==> config.mk <==
export PLATFORM = sky130hd
export DESIGN_NAME = pal_cfg_loader
export DESIGN_NICKNAME = d
export VERILOG_FILES = /design/src/rtl/pal_cfg_loader.sv
export SDC_FILE = /design/constraint.sdc
export NUM_CORES = 1
export LEC_CHECK = 0
export CORE_MARGIN = 2
export CORE_UTILIZATION = 45
export DETAILED_ROUTE_END_ITERATION = 8
export GPL_TIMING_DRIVEN = 1
export HOLD_SLACK_MARGIN = 0.08
export PLACE_DENSITY_LB_ADDON = 0.2
export SYNTH_ARGS = -nofsm -noshare
export SYNTH_HDL_FRONTEND = slang
export SYNTH_SLANG_ARGS = --single-unit
==> constraint.sdc <==
create_clock -name clk -period 2.7 [get_ports clk]
set_clock_uncertainty 0.1 [all_clocks]
set_input_delay 0.81 -clock clk [delete_from_list [all_inputs] [get_ports clk]]
set_output_delay 0.81 -clock clk [all_outputs]
set_load 0.01 [all_outputs]
==> src/rtl/pal_cfg_loader.sv <==
// PAL serial configuration transmitter: takes bitstream bytes over valid/ready and
// shifts them MSB-first onto cfg_data with a generated cfg_clk, then pulses done.
module pal_cfg_loader #(
    parameter int CFG_BITS = 280,
    parameter int CLK_DIV  = 2,
    parameter int CNT_W    = 9
) (
    input  logic       clk,
    input  logic       rst_n,
    input  logic       start,
    input  logic       abort,
    input  logic [7:0] s_data,
    input  logic       s_valid,
    output logic       s_ready,
    output logic       cfg_clk,
    output logic       cfg_data,
    output logic       cfg_en,
    output logic       busy,
    output logic       done
);
    localparam int               DIV_W    = (CLK_DIV > 1) ? $clog2(CLK_DIV) : 1;
    localparam logic [DIV_W-1:0] DIV_LAST = DIV_W'(CLK_DIV - 1);
    localparam logic [CNT_W-1:0] BITS_END = CNT_W'(CFG_BITS);

    typedef enum logic [2:0] {IDLE, LOAD, LO, HI, FIN} state_t;

    state_t           state_q;
    logic [7:0]       shift_q;
    logic [2:0]       bit_idx_q;
    logic [DIV_W-1:0] div_q;
    logic [CNT_W-1:0] bit_cnt_q, bit_cnt_d;
    logic             s_ready_q, cfg_clk_q, cfg_data_q, cfg_en_q, busy_q, done_q;
    logic             phase_end;

    assign bit_cnt_d = bit_cnt_q + CNT_W'(1);
    assign phase_end = (div_q == DIV_LAST);

    assign s_ready  = s_ready_q;
    assign cfg_clk  = cfg_clk_q;
    assign cfg_data = cfg_data_q;
    assign cfg_en   = cfg_en_q;
    assign busy     = busy_q;
    assign done     = done_q;

    // Every output is a flop updated together with the state, so cfg_clk cannot glitch.
    always_ff @(posedge clk or negedge rst_n) begin
        if (!rst_n) begin
            state_q    <= IDLE;
            shift_q    <= '0;
            bit_idx_q  <= '0;
            div_q      <= '0;
            bit_cnt_q  <= '0;
            s_ready_q  <= 1'b0;
            cfg_clk_q  <= 1'b0;
            cfg_data_q <= 1'b0;
            cfg_en_q   <= 1'b0;
            busy_q     <= 1'b0;
            done_q     <= 1'b0;
        end else begin
            done_q <= 1'b0;
            if (abort && state_q != IDLE) begin
                state_q    <= IDLE;
                div_q      <= '0;
                bit_cnt_q  <= '0;
                s_ready_q  <= 1'b0;
                cfg_clk_q  <= 1'b0;
                cfg_data_q <= 1'b0;
                cfg_en_q   <= 1'b0;
                busy_q     <= 1'b0;
            end else begin
                case (state_q)
                    IDLE: if (start && !abort) begin
                        state_q   <= LOAD;
                        bit_cnt_q <= '0;
                        s_ready_q <= 1'b1;
                        cfg_en_q  <= 1'b1;
                        busy_q    <= 1'b1;
                    end
                    // Stalling here is legal: cfg_clk stays low and the PAL sees no edges.
                    LOAD: if (s_valid && s_ready_q) begin
                        state_q    <= LO;
                        shift_q    <= s_data;
                        cfg_data_q <= s_data[7];
                        bit_idx_q  <= '0;
                        div_q      <= '0;
                        s_ready_q  <= 1'b0;
                    end
                    LO: begin
                        if (phase_end) begin
                            state_q   <= HI;
                            div_q     <= '0;
                            cfg_clk_q <= 1'b1;
                        end else begin
                            div_q <= div_q + DIV_W'(1);
                        end
                    end
                    HI: begin
                        if (phase_end) begin
                            div_q     <= '0;
                            cfg_clk_q <= 1'b0;
                            bit_cnt_q <= bit_cnt_d;
                            if (bit_cnt_d == BITS_END) begin
                                // Unsent low bits of a partial final byte are dropped here.
                                state_q    <= FIN;
                                cfg_en_q   <= 1'b0;
                                cfg_data_q <= 1'b0;
                                done_q     <= 1'b1;
                            end else if (bit_idx_q == 3'd7) begin
                                state_q   <= LOAD;
                                s_ready_q <= 1'b1;
                            end else begin
                                state_q    <= LO;
                                shift_q    <= {shift_q[6:0], 1'b0};
                                cfg_data_q <= shift_q[6];
                                bit_idx_q  <= bit_idx_q + 3'd1;
                            end
                        end else begin
                            div_q <= div_q + DIV_W'(1);
                        end
                    end
                    FIN: begin
                        state_q   <= IDLE;
                        bit_cnt_q <= '0;
                        busy_q    <= 1'b0;
                    end
                    default: state_q <= IDLE;
                endcase
            end
        end
    end

endmodule

* Yosys cells after proc, flatten, opt, wreduce, memory -nomap -nowiden
Cells that the tools add are included.
** Storage, ports and cells
- Bits in registers :: 29
- Input bits :: 13
- Output and inout port bits :: 6
** Operators by class
- $add $sub $neg :: 3
- Equality and inequality tests :: 18
- Mux-type cells :: 52
- Bitwise operators :: 1
- Reduce and logical (&&, ||, !) cells :: 24
** Operators with widths (number)
- 2-to-1 mux 3 bit :: 10
- 2-to-1 mux 7 bit :: 4
- 2-to-1 mux 9 bit :: 3
- one-hot mux 9 bit (3 select lines) :: 1
- 2-to-1 mux 1 bit :: 24
- != test 3 bit (second input constant) :: 7
- nonzero test 3 bit :: 6
- one-hot mux 7 bit (2 select lines) :: 1
- one-hot mux 3 bit (4 select lines) :: 1
- AND reduction 4 bit :: 3
- AND reduction 6 bit :: 2
- one-hot mux 1 bit (2 select lines) :: 5
- adder 9 x 1 -> 9 bit (second input constant) :: 1
- equality test 9 bit (second input constant) :: 1
- != test 2 bit (second input constant) :: 4
- nonzero test 4 bit :: 2
- equality test 3 x 2 -> 1 bit (second input constant) :: 2
- equality test 3 bit (second input constant) :: 2
- one-hot mux 3 bit (2 select lines) :: 1
- AND reduction 3 bit :: 2
- != test 4 bit (second input constant) :: 1
- AND reduction 2 bit :: 2
- adder 3 x 1 -> 3 bit (second input constant) :: 1
- equality test 3 x 1 -> 1 bit (second input constant) :: 1
- 9 further kinds :: 11

* Longest topological paths before layout
- Word-level depth :: 6
- Mapped depth :: 7
- Depth with buffers taken out :: 7

* Worst setup path after synthesis
No wires, ideal clock.
- Path kind :: input -> register
- From :: input port abort
- To :: register shift_q[1]
- Library setup time :: 0.125 ns
- Arrival :: 1.977 ns
- Required time :: 2.475 ns
- Setup slack :: 0.498 ns
- Cell stages on the path :: 7
- Cell sequence :: buf_2 nor2_4 nand3_1 a21o_1 o21bai_4 buf_12 mux2_4
** On the way
- Word-level cells in the longest chain between the ends :: 3
** RTL lines
- start, declared :: RTL line 11 : input logic abort,
- logical AND 1 bit :: RTL line 61 : if (abort && state_q != IDLE) begin
- inverter 1 bit (no source line)
- AND reduction 6 bit (no source line)
- end signal, assigned :: RTL line 82 : shift_q <= s_data;
- end signal, assigned :: RTL line 113 : shift_q <= {shift_q[6:0], 1'b0};
- end, declared :: RTL line 28 : logic [7:0] shift_q;
No other way between the ends.
A chain may end at the register's enable or synchronous reset.

* Worst setup path after layout
- From :: input port abort
- To :: register bit_cnt_q[8]
** On the way
- Word-level cells in the longest chain between the ends :: 4
** RTL lines
- zero test 1 bit :: RTL line 72 : IDLE: if (start && !abort) begin
- logical AND 1 bit :: RTL line 72
- != test 3 bit (no source line)
- AND reduction 3 bit (no source line)
- end signal, assigned :: RTL line 101 : bit_cnt_q <= bit_cnt_d;
- end, declared :: RTL line 31 : logic [CNT_W-1:0] bit_cnt_q, bit_cnt_d;
Several ways; a longest one is shown, not always the timed one.

==> flow_summary.yaml <==
hold_path:
  holdPathEnd: "shift_q[0]$_DFFE_PN0P_"
  hold_path_depth: 1
  min_path_type: "reg -> reg"
  hold_path_startpoint: "shift_q[0]$_DFFE_PN0P_"
clock_tree:
  clock_insertion_delay_worst_skew_ns: 0.28
  cts_inserted_buffers: 5
  cts_max_level: 2
  numClockSinks: 29
  post-cts-setup-buffers: 0
  cts_tree: "yes"
  post_cts_resize_count: 0
  post_cts_hold_buffer_count: 0
  cts_root_buf: "sky130_fd_sc_hd__clkbuf_8"
  cts_max_path_buffers: 2
  clkSlewWorstSetupHoldPaths_ns: 0.07
power:
  peakVddDrop_mv: 0.334
  power-per-cell-area_mw_per_mm2: 637
  power_leakage_nw: 0.959
setup_path:
  timing.setup.critical_path_class: "in -> reg"
  critical-path-top-cell-by-count: "sky130_fd_sc_hd__o21ai_0"
  critical_path.max_fanout: 10
  cp_slowest_cell: "sky130_fd_sc_hd__clkdlybuf4s50_1"
  timing.critical_path.slowest_cell_delay_ns: 0.54
  critical_path.cell_chain: "clkdlybuf4s50_1 -> buf_4 -> nor2b_1 -> o21ai_0 -> and3_1 -> o21ai_0 -> o41ai_1"
  worstPathArrival_ns: 2.51
  critical_path.startpoint_type: "input port"
  regToRegStartpoint: "bit_cnt_q[4]$_DFFE_PN0P_"
  timing.rr.end: "shift_q[3]$_DFFE_PN0P_"
  critPathCaptureType: "register"
  crit_required_ns: 2.76
  r2r.worst_path.cells: 5
  setup.reg_to_reg.worst_slack_ns: 0.55
global_route:
  grt_overflow: 0
  grt.total_usage_pct: 19.8
  pin_count_of_the_biggest_net_entering_global_routing: 30
  grt_pass1_wl_mm: 7.62
  grt_antenna_before_repair: 0
  first_global_vias: 1618
timing:
  post-route-min-period_ns: 2.45
  postLayoutSetupSlackWorst_ns: 0.247
  hold_viol_final: 0
  final-max-slew-violation-count: 0
  setup-violations-final: 0
  worst_slew_margin_rel_pct: 67.7
  totalNegativeSetupSlack_ns: 0
  timing.hold.ws_ns: 0.387
  achievable-frequency_mhz: 408
  timing_worst_slew_pin_value_ns: 0.485
  period_share_pct: 90.8
  rsz0062_at_grt: "false"
finish:
  area_growth_syn_to_layout_pct: 17.4
  final_net_count: 235
  antennaDiodeCount: 0
  post-route-util_pct: 55.9
  n_fill_cell: 358
  multiInputGateArea_mm2: 0.00109
  regArea_um2: 726
  post-route-cell-area_mm2: 0.00227
  final_layout_size_suffix_gt1_share_pct: 17.8
routing:
  drtPass1Iterations: 4
  post-route-drc-count: 0
  antenna_left: 0
  routed-via-count: 1616
  routedWlPerCell_um: 16.3
  drt_wl_total_mm: 4.37
  iter_0_drt_violations: 174
  post_drt_via_cell_ratio: 6.01
yosys:
  ys_types: 56
  combinational_family_with_the_most_area_after_synthesis: "simple AND/OR/NAND/NOR gates"
  synth-adder-area-share_pct: 1.94
  muxShareOfSynthArea_pct: 10.6
  synthesis.instances: 197
  number_of_flops_mapped_to_enable_cells_by_yosys: 0
  synth_compound_gate_area_share_pct: 21.5
  synthesis.nets: 213
  warning_count_from_the_yosys_run: 0
  synthDominantCellAreaShare_pct: 37.6
  post_synth_and_or_nand_nor_area_fraction_pct: 22.0
  synth_seq_cells: 29
  netlist_area_mm2: 0.00193
  share_of_synthesized_registers_carrying_an_async_set_or_reset_pct: 100
  yosys.area_share.xor_xnor_pct: 0.453
  synth_area_leaders: "sky130_fd_sc_hd__dfrtp_1 (38%), sky130_fd_sc_hd__o21ai_0 (4.7%), sky130_fd_sc_hd__mux2_4 (3.9%)"
  avgSynthCellArea_um2: 9.81
  yosys.cell_count.top_type: "sky130_fd_sc_hd__dfrtp_1"
  synth_ff_type: "sky130_fd_sc_hd__dfrtp_1"
  netlist_top_cells_count: "sky130_fd_sc_hd__dfrtp_1 (29), sky130_fd_sc_hd__o21ai_0 (18), sky130_fd_sc_hd__nand2_1 (15), sky130_fd_sc_hd__nor2_1 (12), sky130_fd_sc_hd__nand3_1 (9)"
  seq_area_frac_synth_pct: 37.6
  library_cell_with_the_largest_summed_area_after_synthesis: "sky130_fd_sc_hd__dfrtp_1"
place:
  dp_hpwl_mm: 3.11
  postPlaceCellArea_mm2: 0.00216
  port-buffer-count: 18
  dpl_ws_ns: 0.00369
  gp_congestion: 0.877
floorplan:
  rows: 23
  design.portCount: 19
  initial_core_util_pct: 47.6
  fp.dieH_um: 69.5
  total_die_area_mm2: 0.00483
  die_x_um: 69.5
  core_mm2: 0.00406
outcome:
  status: "complete, no violations"
job:
  drv.max_cap_violation_count: 0
-- cells by family (layout without fill, tap and decap cells) --
family / Yosys count / count (layout)
simple gates: 71 / 71
compound gates: 57 / 57
flops: 29 / 29
buf+inv: 20 / 42
mux: 16 / 16
fa+ha+maj: 3 / 3
xor+xnor: 1 / 1
-- sequential cells by signal (all words and copies together) (netlist names) --
signal     cells
cfg_clk        1
state_q        3
cfg_en         1
bit_idx_q      3
cfg_data       1
busy           1
div_q          1
s_ready        1
bit_cnt_q      9
done           1
shift_q        7
-- report_power, final --
part	switching [mW]	total [mW]	internal, mW
logic	0.153	0.376	0.223
registers	0.0899	0.630	0.540
clock network	0.172	0.440	0.268
-- layout make-up --
cell class                      count  share of cell area [%]
Multi-Input combinational cell    148                    48.1
Sequential cell                    29                    32.0
Timing Repair Buffer               29                    11.6
Tap cell                           50                    2.76
Clock buffer                        5                    3.03
Clock inverter                      2                    1.54
Inverter                            6                   0.993
-- critical path, delay by kind of cell --
| family | cells | cell delay (ns) |
|---|---|---|
| buffers and inverters | 2 | 0.77 |
| and+or+nand+nor | 2 | 0.52 |
| AOI/OAI and AO/OA | 3 | 0.40 |
-- layout by cell type (no fill, tap or decap), types with 3 or more instances in the layout --
| cell type | netlist | layout |
|---|---|---|
| sky130_fd_sc_hd__o22ai_1 | 3 | 3 |
| sky130_fd_sc_hd__nand2_1 | 15 | 15 |
| sky130_fd_sc_hd__nand3b_1 | 3 | 3 |
| sky130_fd_sc_hd__nand3_1 | 9 | 9 |
| sky130_fd_sc_hd__inv_1 | 6 | 6 |
| sky130_fd_sc_hd__ha_1 | 3 | 3 |
| sky130_fd_sc_hd__clkdlybuf4s50_1 | 0 | 18 |
| sky130_fd_sc_hd__dfrtp_1 | 29 | 29 |
| sky130_fd_sc_hd__a32o_1 | 3 | 3 |
| sky130_fd_sc_hd__nor2b_1 | 3 | 3 |
| sky130_fd_sc_hd__nor2_1 | 12 | 12 |
| sky130_fd_sc_hd__a21boi_0 | 3 | 3 |
| sky130_fd_sc_hd__a21oi_1 | 5 | 5 |
| sky130_fd_sc_hd__mux2_2 | 5 | 5 |
| sky130_fd_sc_hd__o41ai_1 | 3 | 3 |
| sky130_fd_sc_hd__clkbuf_8 | 0 | 5 |
| sky130_fd_sc_hd__mux2i_1 | 5 | 5 |
| sky130_fd_sc_hd__o21ai_0 | 18 | 18 |
| sky130_fd_sc_hd__mux2_4 | 5 | 5 |
| sky130_fd_sc_hd__and3_1 | 4 | 4 |
| sky130_fd_sc_hd__nand2b_1 | 8 | 8 |
| sky130_fd_sc_hd__o31ai_1 | 4 | 4 |
| sky130_fd_sc_hd__buf_4 | 3 | 11 |
-- routing by layer --
layer	global-route usage (%)	wire (µm)
met4	8.93	54
met1	26.5	2090
met2	30.9	2030
met5	0	0
met3	3.92	189
-- how the worst max path moves through the flow --
| stage | startpoint | end | slack [ns] |
|---|---|---|---|
| CTS | abort | bit_cnt_q[6]$_DFFE_PN0P_ | 0.29 |
| global placement | abort | bit_cnt_q[6]$_DFFE_PN0P_ | 0.07 |
| finish | abort | bit_cnt_q[8]$_DFFE_PN0P_ | 0.25 |
| global route | abort | bit_cnt_q[7]$_DFFE_PN0P_ | 0.08 |
| detailed placement | abort | bit_cnt_q[2]$_DFFE_PN0P_ | 0.004 |
| floorplan | abort | shift_q[1]$_DFFE_PN0P_ | 0.50 |
-- stage by stage --
step	std cells	total power, mW
after floorplan	197	0.853
after global placement	262	0.997
after detailed placement	262	1.02
after CTS	269	1.46
after global routing	269	1.53
final	269	1.45
(Power assumes the default switching activity.)
